## src/rtl/pipe_mem_arbiter.sv

```systemverilog
// rtl/pipe_mem_arbiter.sv - fetch/data arbiter onto one single-port memory with D priority and starvation cap
module pipe_mem_arbiter #(
    parameter int AW         = 32,
    parameter int DW         = 32,
    parameter int STARVE_MAX = 4
) (
    input  logic          clk,
    input  logic          reset,
    input  logic          if_req,
    input  logic [AW-1:0] if_addr,
    output logic [DW-1:0] if_rdata,
    output logic          if_valid,
    output logic          if_stall,
    input  logic          d_req,
    input  logic          d_we,
    input  logic [AW-1:0] d_addr,
    input  logic [DW-1:0] d_wdata,
    output logic [DW-1:0] d_rdata,
    output logic          d_valid,
    output logic          d_stall,
    output logic          mem_req,
    output logic          mem_we,
    output logic [AW-1:0] mem_addr,
    output logic [DW-1:0] mem_wdata,
    input  logic [DW-1:0] mem_rdata,
    input  logic          mem_ack,
    output logic          busy
);

    localparam int CW = $clog2(STARVE_MAX + 1);

    typedef enum logic [1:0] {IDLE, DACC, IACC} state_t;

    state_t        state, state_nxt;
    logic [CW-1:0] starve_cnt;
    logic          d_elig, i_elig, starved;
    logic          grant_d, grant_i;

    // A port in its valid cycle is not eligible, so a held req is not re-granted twice.
    assign d_elig  = d_req & ~d_valid;
    assign i_elig  = if_req & ~if_valid;
    assign starved = (starve_cnt == CW'(STARVE_MAX));

    assign if_stall = if_req & ~if_valid;
    assign d_stall  = d_req & ~d_valid;
    assign busy     = (state != IDLE);

    always_ff @(posedge clk or negedge reset) begin
        if (!reset) state <= IDLE;
        else        state <= state_nxt;
    end

    always_comb begin
        state_nxt = state;
        grant_d   = 1'b0;
        grant_i   = 1'b0;
        case (state)
            IDLE: begin
                if (d_elig && !(i_elig && starved)) begin
                    grant_d   = 1'b1;
                    state_nxt = DACC;
                end else if (i_elig) begin
                    grant_i   = 1'b1;
                    state_nxt = IACC;
                end
            end
            DACC, IACC: begin
                if (mem_ack) state_nxt = IDLE;
            end
            default: state_nxt = IDLE;
        endcase
    end

    always_ff @(posedge clk or negedge reset) begin
        if (!reset) begin
            mem_req    <= 1'b0;
            mem_we     <= 1'b0;
            mem_addr   <= '0;
            mem_wdata  <= '0;
            if_rdata   <= '0;
            d_rdata    <= '0;
            if_valid   <= 1'b0;
            d_valid    <= 1'b0;
            starve_cnt <= '0;
        end else begin
            if_valid <= 1'b0;
            d_valid  <= 1'b0;
            if (grant_d) begin
                mem_req   <= 1'b1;
                mem_we    <= d_we;
                mem_addr  <= d_addr;
                mem_wdata <= d_wdata;
                if (!if_req)      starve_cnt <= '0;
                else if (!starved) starve_cnt <= starve_cnt + CW'(1);
            end
            if (grant_i) begin
                mem_req    <= 1'b1;
                mem_we     <= 1'b0;
                mem_addr   <= if_addr;
                mem_wdata  <= '0;
                starve_cnt <= '0;
            end
            if (state != IDLE && mem_ack) begin
                mem_req <= 1'b0;
                mem_we  <= 1'b0;
                if (state == DACC) begin
                    d_valid <= 1'b1;
                    if (!mem_we) d_rdata <= mem_rdata;
                end else begin
                    if_valid <= 1'b1;
                    if_rdata <= mem_rdata;
                end
            end
        end
    end

endmodule

```

## config.mk

```make
export PLATFORM = sky130hd
export DESIGN_NAME = pipe_mem_arbiter
export DESIGN_NICKNAME = d
export VERILOG_FILES = /design/src/rtl/pipe_mem_arbiter.sv
export SDC_FILE = /design/constraint.sdc
export NUM_CORES = 1
export LEC_CHECK = 0
export BUFFER_PORTS_ARGS = -buffer_cell sky130_fd_sc_hd__buf_2
export CORE_ASPECT_RATIO = 1.1
export CORE_UTILIZATION = 45
export DETAILED_ROUTE_END_ITERATION = 7
export GPL_TIMING_DRIVEN = 0
export PLACE_DENSITY = 0.75
export SLEW_MARGIN = 0
export SYNTH_ARGS = -nofsm -noshare
export SYNTH_HDL_FRONTEND = slang
export SYNTH_SLANG_ARGS = --single-unit
```

## constraint.sdc

```tcl
create_clock -name clk -period 2.5 [get_ports clk]
set_clock_uncertainty 0.2 [all_clocks]
set_input_delay 0.375 -clock clk [delete_from_list [all_inputs] [get_ports clk]]
set_output_delay 0.375 -clock clk [all_outputs]
set_load 0.05 [all_outputs]
```

==> results.sh <==
export IMPL_worst_endpoint_arrival_ps=1720
export IMPL_worst_path_max_fanout=10
export IMPL_grt_pass1_vias=5784
export IMPL_fin_ws_ps=202
export IMPL_most_common_cell_on_crit_path="buf_2"
export IMPL_max_clock_buf_depth=2
export IMPL_ys_warnings_count=0
export IMPL_number_of_failing_setup_endpoints_in_the_final_timing_report=0
export IMPL_rsz0062_at_grt="false"
export IMPL_post_synth_cell_area_avg_um2=11.7
export IMPL_critical_path_reg2reg_startpoint="state[0]$_DFFE_PN0P_"
export IMPL_diodes=0
export IMPL_placement_setup_worst_slack_ps=201
export IMPL_post_synthesis_net_count=660
export IMPL_final_core_util=0.656
export IMPL_vdd_ir_drop_worst_v=0.00106
export IMPL_finalMaxSlewViolations=0
export IMPL_timing_setup_critical_path_class="flop to primary output"
export IMPL_total_leakage_power_nw=4.12
export IMPL_maximum_frequency_from_static_timing_analysis_mhz=435
export IMPL_wl_per_cell_um=18.2
export IMPL_placeableCoreArea_um2=13200
export IMPL_grt_first_pass_wirelength_um=28600
export IMPL_die_w_um=113
export IMPL_critical_path_slowest_cell="dfrtp_1"
export IMPL_grt_use_total=0.264
export IMPL_initial_core_util=0.462
export IMPL_grt_start_max_net_pins=77
export IMPL_post_synth_top_area_fraction=0.562
export IMPL_p_r_area_growth_vs_syn_pct=42.1
export IMPL_critical_path_endpoint_type="primary output"
export IMPL_synth_edff_count=0
export IMPL_cp_cell_sequence="nor2b_1 > buf_2 > clkbuf_2 > buf_2"
export IMPL_synth_seq_cells=137
export IMPL_antenna_found_initial=1
export IMPL_synthCells=522
export IMPL_routed_via_density=5.62
export IMPL_worst_slew_margin_rel=0.527
export IMPL_synth_yosys_seq_area_share=0.562
export IMPL_globalplace_congestion=0.795
export IMPL_insertion_delay_of_the_later_clocked_pin_in_the_worst_skew_pair_ps=410
export IMPL_htree_levels=4
export IMPL_cts_sinks=137
export IMPL_cp_startpoint="d_valid$_DFF_PN0_"
export IMPL_max_slew_worst_pin_slew_ps=709
export IMPL_result_of_the_run="complete, no violations"
export IMPL_syn_cell_area_um2=6100
export IMPL_numCtsBuffers=17
export IMPL_dp_hpwl_um=12900
export IMPL_tritoncts="done"
export IMPL_path_clk_slew_ps=60
export IMPL_vias=5735
export IMPL_drive_gt1_frac=0.463
export IMPL_drt_iter0_markers=378
export IMPL_synth_area_top_cells="dfrtp_1, mux2_4, mux2_2, o21ai_0, nand3_1"
export IMPL_hold_violations=0
export IMPL_synthFlopType="dfrtp_1"
export IMPL_io_buffer_count=267
export IMPL_hold_path_class="input port to flop"
export IMPL_cp_slowest_stage_delay_ps=400
export IMPL_asyncSetResetFlopFracSynth=1.00
export IMPL_holdCritStartpoint="d_wdata[11]"
export IMPL_kind_of_start_point_of_the_critical_path="flop"
export IMPL_total_number_of_nets_in_the_final_design=984
export IMPL_design_portCount=269
export IMPL_floorplan_die_area_um2=14000
export IMPL_antenna_left=0
export IMPL_final_period_minus_worst_setup_slack_ps=2300
export IMPL_dieHeight_um=124
export IMPL_synth_unique_cells=36
export IMPL_globalRouteOverflowTotal=0
export IMPL_worst_endpoint_required_ps=1920
export IMPL_drc=0
export IMPL_fin_crit_sh=0.919
export IMPL_placement_rows=44
export IMPL_clock_tree_root_cell="clkbuf_16"
export IMPL_max_cap_violations=0
export IMPL_drt_first_pass_iters=5
export IMPL_finalWirelength_um=18600
export IMPL_post_synth_top_area_cell="dfrtp_1"
export IMPL_pwr_density_cell_nw_per_um2=1640
export IMPL_post_cts_setup_buffers=0
[layout by cell type, fill, tap and decap left out, types with 3 or more instances in the layout]
cell / synthesis / final
bufinv_16: 0 / 3
ha_1: 4 / 4
a211oi_1: 31 / 31
a21oi_1: 36 / 36
dfrtp_1: 137 / 137
o21ai_0: 68 / 68
nand3_1: 64 / 64
clkbuf_8: 0 / 4
buf_4: 5 / 5
clkbuf_16: 0 / 17
mux2_2: 34 / 34
clkinv_2: 0 / 3
buf_2: 19 / 285
clkbuf_1: 23 / 23
buf_8: 3 / 3
dlygate4sd3_1: 0 / 37
nor2b_1: 3 / 3
clkinvlp_4: 0 / 4
mux2_4: 30 / 30
inv_1: 5 / 5
a31oi_1: 31 / 31
[registers in the layout (all words and copies together) (netlist names)]
name / cells
d_rdata: 32
if_rdata: 32
mem_addr: 32
mem_wdata: 32
starve_cnt: 3
state: 2
d_valid: 1
if_valid: 1
mem_req: 1
mem_we: 1
[cells in the mapped netlist, drive strengths merged (4+ instances only)]
| cell type | n |
|---|---|
| a211oi | 31 |
| a21oi | 37 |
| a31oi | 31 |
| buf | 31 |
| clkbuf | 23 |
| dfrtp | 137 |
| ha | 4 |
| inv | 5 |
| mux2 | 64 |
| nand3 | 64 |
| nor2b | 4 |
| o21ai | 68 |
[kinds of logic (layout without fill, tap and decap cells)]
logic type	after synthesis	after routing	share of synthesized area
AO/OA/AOI/OAI	175	175	0.168
adder cells (fa/ha/maj)	4	4	0.00820
buffers and inverters	59	396	0.0500
flip-flops	137	137	0.562
multiplexers	64	64	0.137
AND/OR/NAND/NOR	83	83	0.0754
[per-layer routing]
layer  vias to the layer above  global-route usage  routed length [µm]
met5                         -                   0                  19
met4                         2               0.135                 562
met3                        58              0.0676                1280
met2                       308               0.456                9470
met1                      2787               0.305                7240
li1                       2580                   -                   -
[critical path: cells and delay by family (launching register included)]
family | cells | cell delay [ps]
buf+inv | 3 | 810
flops | 1 | 400
simple gates | 1 | 100
[what timing repair did]
action | CTS | global route
hold buffers | 37 | 0
gates resized for setup | 0 | 1
endpoints found under the hold margin | 126 | 0
setup endpoints to repair | 0 | 1
[layout make-up]
type                    instances  area, µm²
clock inverters                11        144
plain buffers                  54        288
clock buffers                  21        480
fillers                      1026       4540
inverters                       5       18.8
repair buffers                305       1740
multi-input cells             326       2370
flip-flops and latches        137       3430
well taps                     161        201
[metrics by stage]
step                instances  hold WS, ps  TNS [ps]  power, mW  area (µm²)
global route             1020         7.11         0       14.8        8670
floorplan                 522         -121         0       9.61        6100
detailed placement        951          260         0       11.5        7670
global placement          950          285   -128560       11.3        7640
CTS                      1020        0.218         0       14.2        8670
finish                   1020         13.0         0       14.2        8670
[where the power goes]
part	switching [mW]	internal, mW	total [mW]
Clock	0.950	1.67	2.62
Sequential	0.585	3.29	3.88
Combinational	5.59	2.13	7.72
Total	7.12	7.10	14.2
[path summary, 6_finish.rpt]
check | end | slack (ps) | cells after the start
min in group asynchronous | d_rdata[8]$_DFFE_PN0P_ | 350 | 2
worst min register to register | if_rdata[30]$_DFFE_PN0P_ | 310 | 1
worst min-delay path | mem_wdata[11]$_DFFE_PN0P_ | 10 | 3
max in group asynchronous | d_rdata[18]$_DFFE_PN0P_ | 1000 | 3
worst max register to register | if_rdata[20]$_DFFE_PN0P_ | 230 | 6
worst max-delay path | d_stall | 200 | 4
(Power assumes the default switching activity.)
